## src/rtl/run_monitor_pkg.sv

```systemverilog
// Shared encodings and snapshot-word layout helpers for the run supervisor.
package run_monitor_pkg;

    // Supervisor state encoding, as seen on the state output.
    localparam logic [1:0] RM_RUN     = 2'd0;
    localparam logic [1:0] RM_HALTED  = 2'd1;
    localparam logic [1:0] RM_TIMEOUT = 2'd2;

    // Snapshot word layout: {watch registers, cycle stamp}, stamp in the low bits.
    function automatic int unsigned rm_snap_width(input int unsigned nregs,
                                                  input int unsigned width,
                                                  input int unsigned cnt_w);
        return nregs * width + cnt_w;
    endfunction

    function automatic int unsigned rm_cycle_lsb();
        return 0;
    endfunction

    function automatic int unsigned rm_data_lsb(input int unsigned cnt_w);
        return cnt_w;
    endfunction

endpackage

```

## src/rtl/snapshot_fifo.sv

```systemverilog
// First-word-fall-through snapshot FIFO: register array, pointers one bit wider than the index.
module snapshot_fifo #(
    parameter int unsigned WIDTH = 112,
    parameter int unsigned DEPTH = 8
) (
    input  logic                     clk,
    input  logic                     reset,
    input  logic                     push,
    input  logic                     pop,
    input  logic [WIDTH-1:0]         din,
    output logic                     full,
    output logic                     empty,
    output logic [$clog2(DEPTH):0]   count,
    output logic [WIDTH-1:0]         dout
);

    localparam int unsigned AW = $clog2(DEPTH);

    logic [WIDTH-1:0] mem_q [DEPTH];
    logic [AW:0]      wptr_q, wptr_d;
    logic [AW:0]      rptr_q, rptr_d;
    logic             do_push, do_pop;

    // Status flags and head word; a pop frees a slot for a same-cycle push when full.
    always_comb begin
        empty   = (wptr_q == rptr_q);
        full    = (wptr_q[AW-1:0] == rptr_q[AW-1:0]) && (wptr_q[AW] != rptr_q[AW]);
        count   = wptr_q - rptr_q;
        dout    = mem_q[rptr_q[AW-1:0]];
        do_pop  = pop & ~empty;
        do_push = push & (~full | do_pop);
        wptr_d  = do_push ? wptr_q + 1'b1 : wptr_q;
        rptr_d  = do_pop ? rptr_q + 1'b1 : rptr_q;
    end

    // Pointer registers.
    always_ff @(posedge clk or posedge reset) begin
        if (reset) begin
            wptr_q <= '0;
            rptr_q <= '0;
        end else begin
            wptr_q <= wptr_d;
            rptr_q <= rptr_d;
        end
    end

    // Storage array; reset discards stale snapshots.
    always_ff @(posedge clk or posedge reset) begin
        if (reset) begin
            for (int unsigned i = 0; i < DEPTH; i++) begin
                mem_q[i] <= '0;
            end
        end else if (do_push) begin
            mem_q[wptr_q[AW-1:0]] <= din;
        end
    end

endmodule

```

## src/rtl/run_monitor.sv

```systemverilog
// Run supervisor: cycle counter, halt detect, cycle-budget watchdog and timestamped snapshots.
module run_monitor #(
    parameter int unsigned NREGS   = 3,
    parameter int unsigned WIDTH   = 32,
    parameter int unsigned DEPTH   = 8,
    parameter int unsigned CNT_W   = 16,
    parameter int unsigned TIMEOUT = 800
) (
    input  logic                     clk,
    input  logic                     reset,
    input  logic                     halt,
    input  logic                     dump,
    input  logic [NREGS*WIDTH-1:0]   watch,
    input  logic                     rd_en,
    output logic [1:0]               state,
    output logic                     done,
    output logic [CNT_W-1:0]         cycles,
    output logic                     snap_valid,
    output logic [NREGS*WIDTH-1:0]   snap_data,
    output logic [CNT_W-1:0]         snap_cycle,
    output logic [$clog2(DEPTH):0]   snap_count,
    output logic                     snap_ovf
);

    import run_monitor_pkg::*;

    localparam int unsigned DW       = NREGS * WIDTH;
    localparam int unsigned SW       = rm_snap_width(NREGS, WIDTH, CNT_W);
    localparam int unsigned CYC_LSB  = rm_cycle_lsb();
    localparam int unsigned DATA_LSB = rm_data_lsb(CNT_W);
    localparam int unsigned CNT_BITS = $clog2(DEPTH) + 1;

    localparam logic [CNT_W-1:0] CNT_MAX = '1;
    localparam logic [CNT_W-1:0] TO_LAST = CNT_W'(TIMEOUT - 1);

    logic [1:0]          state_q, state_d;
    logic [CNT_W-1:0]    cycles_q, cycles_d;
    logic                halt_q, dump_q;
    logic                ovf_q, ovf_d;
    logic                halt_ev, dump_ev, running, push;
    logic                fifo_full, fifo_empty;
    logic [SW-1:0]       fifo_din, fifo_dout;
    logic [CNT_BITS-1:0] fifo_count;

    // Rising-edge detection; the registered copies reset low so a held level counts once.
    always_ff @(posedge clk or posedge reset) begin
        if (reset) begin
            halt_q <= 1'b0;
            dump_q <= 1'b0;
        end else begin
            halt_q <= halt;
            dump_q <= dump;
        end
    end

    assign halt_ev = halt & ~halt_q;
    assign dump_ev = dump & ~dump_q;
    assign running = (state_q == RM_RUN);

    // FSM state register.
    always_ff @(posedge clk or posedge reset) begin
        if (reset) begin
            state_q <= RM_RUN;
        end else begin
            state_q <= state_d;
        end
    end

    // FSM next state: halt wins over timeout; terminal states only leave through reset.
    always_comb begin
        state_d = state_q;
        if (running) begin
            if (halt_ev) begin
                state_d = RM_HALTED;
            end else if ((TIMEOUT != 0) && (cycles_q == TO_LAST)) begin
                state_d = RM_TIMEOUT;
            end
        end
    end

    // FSM outputs.
    always_comb begin
        state = state_q;
        done  = ~running;
    end

    // Cycle counter next state: counts every RUN cycle, saturating.
    always_comb begin
        cycles_d = cycles_q;
        if (running && (cycles_q != CNT_MAX)) begin
            cycles_d = cycles_q + 1'b1;
        end
    end

    // Counter and sticky overflow registers.
    always_ff @(posedge clk or posedge reset) begin
        if (reset) begin
            cycles_q <= '0;
            ovf_q    <= 1'b0;
        end else begin
            cycles_q <= cycles_d;
            ovf_q    <= ovf_d;
        end
    end

    // Capture request and overflow: a push is lost only when full with no pop freeing a slot.
    always_comb begin
        push     = dump_ev & running;
        fifo_din = {watch, cycles_q};
        ovf_d    = ovf_q | (push & fifo_full & ~(rd_en & ~fifo_empty));
    end

    snapshot_fifo #(
        .WIDTH (SW),
        .DEPTH (DEPTH)
    ) u_fifo (
        .clk   (clk),
        .reset (reset),
        .push  (push),
        .pop   (rd_en),
        .din   (fifo_din),
        .full  (fifo_full),
        .empty (fifo_empty),
        .count (fifo_count),
        .dout  (fifo_dout)
    );

    // Output split; the head fields read zero while the FIFO is empty.
    always_comb begin
        cycles     = cycles_q;
        snap_valid = ~fifo_empty;
        snap_count = fifo_count;
        snap_ovf   = ovf_q;
        snap_data  = fifo_empty ? '0 : fifo_dout[DATA_LSB +: DW];
        snap_cycle = fifo_empty ? '0 : fifo_dout[CYC_LSB +: CNT_W];
    end

endmodule

```

## config.mk

```make
export PLATFORM = sky130hd
export DESIGN_NAME = run_monitor
export DESIGN_NICKNAME = d
export VERILOG_FILES = /design/src/rtl/run_monitor_pkg.sv /design/src/rtl/snapshot_fifo.sv /design/src/rtl/run_monitor.sv
export SDC_FILE = /design/constraint.sdc
export NUM_CORES = 2
export LEC_CHECK = 0
export BUFFER_PORTS_ARGS = -buffer_cell sky130_fd_sc_hd__buf_2
export CAP_MARGIN = 15
export CORE_MARGIN = 1.5
export CORE_UTILIZATION = 60
export CTS_CLUSTER_SIZE = 16
export DETAILED_ROUTE_END_ITERATION = 6
export GPL_TIMING_DRIVEN = 0
export HOLD_SLACK_MARGIN = 0.12
export PLACE_DENSITY_LB_ADDON = 0.08
export SYNTH_ARGS = -nofsm -noshare
export SYNTH_HDL_FRONTEND = slang
export SYNTH_SLANG_ARGS = --single-unit
```

## constraint.sdc

```tcl
create_clock -name clk -period 46.8 [get_ports clk]
set_input_delay 9.36 -clock clk [delete_from_list [all_inputs] [get_ports clk]]
set_output_delay 9.36 -clock clk [all_outputs]
set_load 0.02 [all_outputs]
```

==> impl_metrics.py <==
metrics = {
    "worst_setup_path": {
        "critPathLaunchType": "flip-flop",
        "cp_common_cell": "clkbuf_1",
        "critPathKind": "flip-flop to primary output",
        "crit_required_ns": 37.44,
        "reg2reg_from": "u_fifo.rptr_q[1]$_DFFE_PP0P_",
        "cpPeakStageDelay_ns": 0.89,
        "worstPathArrival_ns": 5.27,
        "crit_fanout": 10,
        "cp_slowest_cell": "clkbuf_1",
        "crit_chain": "clkbuf_1 > buf_1 > inv_1 > ha_1 > nand3_1 > nor2b_1 > clkbuf_1 > clkbuf_1 > clkbuf_1 > a21oi_1 > buf_2",
        "crit-reg2reg-capture": "u_fifo.mem_q[149]$_DFFE_PP0P_",
        "r2r_slack_ns": 42.09,
        "crit_path_end_kind": "primary output",
        "reg2reg_depth": 10,
    },
    "sta": {
        "setup_ws_ns": 32.17,
        "rsz0062_at_grt": "false",
        "hold_violations": 0,
        "fin_crit_ns": 14.63,
        "skew_ns": 0.0156,
        "max_clock_freq_ghz": 0.0683,
        "period_share_pct": 31.3,
        "tightest_slew_ns": 1.30,
        "setup_viol_count_final": 0,
        "slew_headroom_pct": 13.6,
        "final.setup.tns_ns": 0,
        "drv_slew": 0,
    },
    "hold_path": {
        "holdPathStages": 1,
        "holdPathEnd": "u_fifo.mem_q[799]$_DFFE_PP0P_",
        "hp-class": "flip-flop to flip-flop",
        "hp-start": "u_fifo.mem_q[799]$_DFFE_PP0P_",
    },
    "floorplan": {
        "die_h_microns": 266,
        "core_sq_um": 68600,
        "die_area_sq_um": 70800,
        "die_width_microns": 266,
        "initial_core_util_pct": 60.5,
        "io_pins": 238,
        "rows": 96,
    },
    "yosys": {
        "synth_compound_area_share_pct": 1.55,
        "synth-async-reset-ratio_pct": 100,
        "synth.area.mux_share_pct": 36.5,
        "synthFlopType": "dfrtp_1",
        "syn_area_sq_um": 41500,
        "synth_largest_area_cell": "dfrtp_1",
        "ys_warn_count": 0,
        "synth-edff-count": 0,
        "synth-seq-cells": 925,
        "synth_top_family_by_area": "multiplexers",
        "yosysSeqAreaShare_pct": 55.8,
        "yosys-top-cells-area": "dfrtp_1 56%, mux2_2 22%, mux4_2 12%",
        "synth_nets": 2817,
        "synth-simple-area-share_pct": 2.93,
        "postSynthAreaPerCell_sq_um": 15.3,
        "synth_fa_ha_area_share_pct": 0.229,
        "syn_inst": 2709,
        "synth.distinct_cells": 37,
        "synth-xor-area-share_pct": 0.503,
        "yosysTopAreaCellShare_pct": 55.8,
        "synth_common_cells": "925 x dfrtp_1, 817 x mux2_2, 235 x nand2_1",
        "yosysMostFrequentCell": "dfrtp_1",
    },
    "routing": {
        "ant_nets": 0,
        "avgRoutedWirePerCell_microns": 24.9,
        "route.detailed.drc": 0,
        "drt_wl_total_microns": 101000,
        "vias_per_cell": 6.10,
        "drt-initial-drc-count": 1502,
        "first_pass_iters": 5,
        "vias": 24700,
    },
    "pwr": {
        "vdd_drop_max_uv": 28.4,
        "p_leak_nw": 23.0,
        "power.density_nw_per_um2": 43.6,
        "power_mw": 2.05,
    },
    "placed_design": {
        "gp_congestion": 0.800,
        "pre_cts_ws_ns": 32.92,
        "port_buffers": 237,
        "dp_cells": 3884,
        "dpl.hpwl_microns": 66500,
    },
    "job": {
        "cap_violations": 0,
    },
    "grt": {
        "grt_first_pass_wirelength_microns": 158000,
        "gr-usage-all-layers_pct": 29.3,
        "grt-ovfl-total": 0,
        "grt_max_degree": 141,
        "grt_pass1_vias": 27000,
        "antenna_found_initial": 12,
    },
    "layout": {
        "area_growth_pct": 13.6,
        "finalNonFillerCells": 4055,
        "drive_gt1_share_pct": 49.4,
        "nNetsFinal": 3158,
        "nFillCells": 4653,
        "seq_area_sq_um": 23100,
        "multi_input_area_sq_um": 17300,
    },
    "cts": {
        "clock_path_buffers": 3,
        "cts_resized": 0,
        "cts_hold_buf": 0,
        "htree_levels": 3,
        "cts_setup_buffers": 0,
        "cts_made_buffers": 94,
        "clk_pin_slew_worst_paths_ns": 0.06,
        "clock_latency_ns": 0.63,
        "root_buffer": "clkbuf_16",
        "cts_sinks": 925,
        "cts_tree": "built",
    },
    "status": {
        "status": "finished clean",
    },
}
==> report_power, final <==
part / internal, mW / total [mW] / switching [mW]
clock network: 0.446 / 0.752 / 0.306
registers: 0.815 / 0.823 / 0.00828
logic: 0.172 / 0.480 / 0.309
==> kinds of logic after synthesis <==
logic type	count (synthesis)
adders and majority gates	7
AOI/OAI and AO/OA	125
xor gates and xnor gates	23
and+or+nand+nor	290
muxes	1121
DFF	925
buffers and inverters	218
==> cells in the final DEF, fill, tap and decap left out, types with 2 or more instances in the layout <==
master     count
mux4_2       224
diode_2        9
inv_1         12
o211ai_1       2
bufinv_16      6
o21ai_0        4
nor4_1        11
or2_2          3
dfrtp_1      925
nor2b_1        2
a21o_1         3
nor3_1         6
nor3b_1        2
or3_1          2
nor2_1        10
and3_1         2
a21oi_1      114
clkinv_2      16
xor2_1        14
nand2_1      235
clkbuf_16     97
mux2_2       817
nand3_1        7
clkbuf_8      23
xnor2_1        8
clkbuf_1      90
buf_16         7
nand4_1        5
buf_1         28
buf_2        323
buf_6         17
ha_1           6
mux2_1        80
==> flip-flops by register name, indices dropped and copies added, names as in the netlist <==
register,flops
cycles,16
dump_q,1
halt_q,1
snap_ovf,1
state,2
u_fifo.mem_q,896
u_fifo.rptr_q,4
u_fifo.wptr_q,4
==> worst max-delay path: cells and delay by family (launching register included) <==
| kind | cells | cell delay [ns] |
|---|---|---|
| and+or+nand+nor | 2 | 0.19 |
| adders and majority gates | 1 | 0.35 |
| AOI/OAI and AO/OA | 1 | 0.22 |
| buffers and inverters | 7 | 3.44 |
| DFF | 1 | 0.41 |
==> area by class of cell <==
cell class | instances | share of cell area [%]
diodes | 9 | 0.0477
plain buffers | 204 | 2.12
clock buffers | 137 | 5.95
clock inverters | 24 | 0.586
inverters | 14 | 0.127
multi-input cells | 1566 | 36.7
flip-flops and latches | 925 | 49.1
well taps | 931 | 2.47
repair buffers | 245 | 2.94
==> how the worst max path moves through the flow <==
stage	startpoint	endpoint	slack, ns	cells past startpoint
after floorplan	reset	cycles[0]$_DFFE_PP0P_	11.43	1
after global placement	reset	u_fifo.mem_q[652]$_DFFE_PP0P_	4.10	2
after detailed placement	u_fifo.rptr_q[2]$_DFFE_PP0P_	snap_data[40]	32.92	11
after CTS	u_fifo.rptr_q[1]$_DFFE_PP0P_	snap_cycle[5]	32.20	11
after global routing	u_fifo.rptr_q[1]$_DFFE_PP0P_	snap_data[34]	31.98	11
final	u_fifo.rptr_q[1]$_DFFE_PP0P_	snap_data[40]	32.17	11
==> per-stage QoR <==
stage / cell area [sq um] / hold slack [ns] / utilization [%]
2_1_floorplan: 41500 / 0.445 / -
3_3_place_gp: 43900 / 0.468 / 64.0
3_5_place_dp: 44100 / 0.479 / 64.2
4_1_cts: 47100 / 0.493 / 68.7
5_1_grt: 47200 / 0.506 / 68.8
6_report: 47200 / 0.490 / 68.8
==> layer usage <==
metal  vias up  track usage (%)  wire length [microns]
met4         8             10.2                   2800
met2       541             47.9                  50200
met3       190             4.42                   4680
met5         -                0                     57
li1      10600                -                      -
met1     13400             40.4                  43400
No activity file was read; power rests on OpenSTA's default activity.
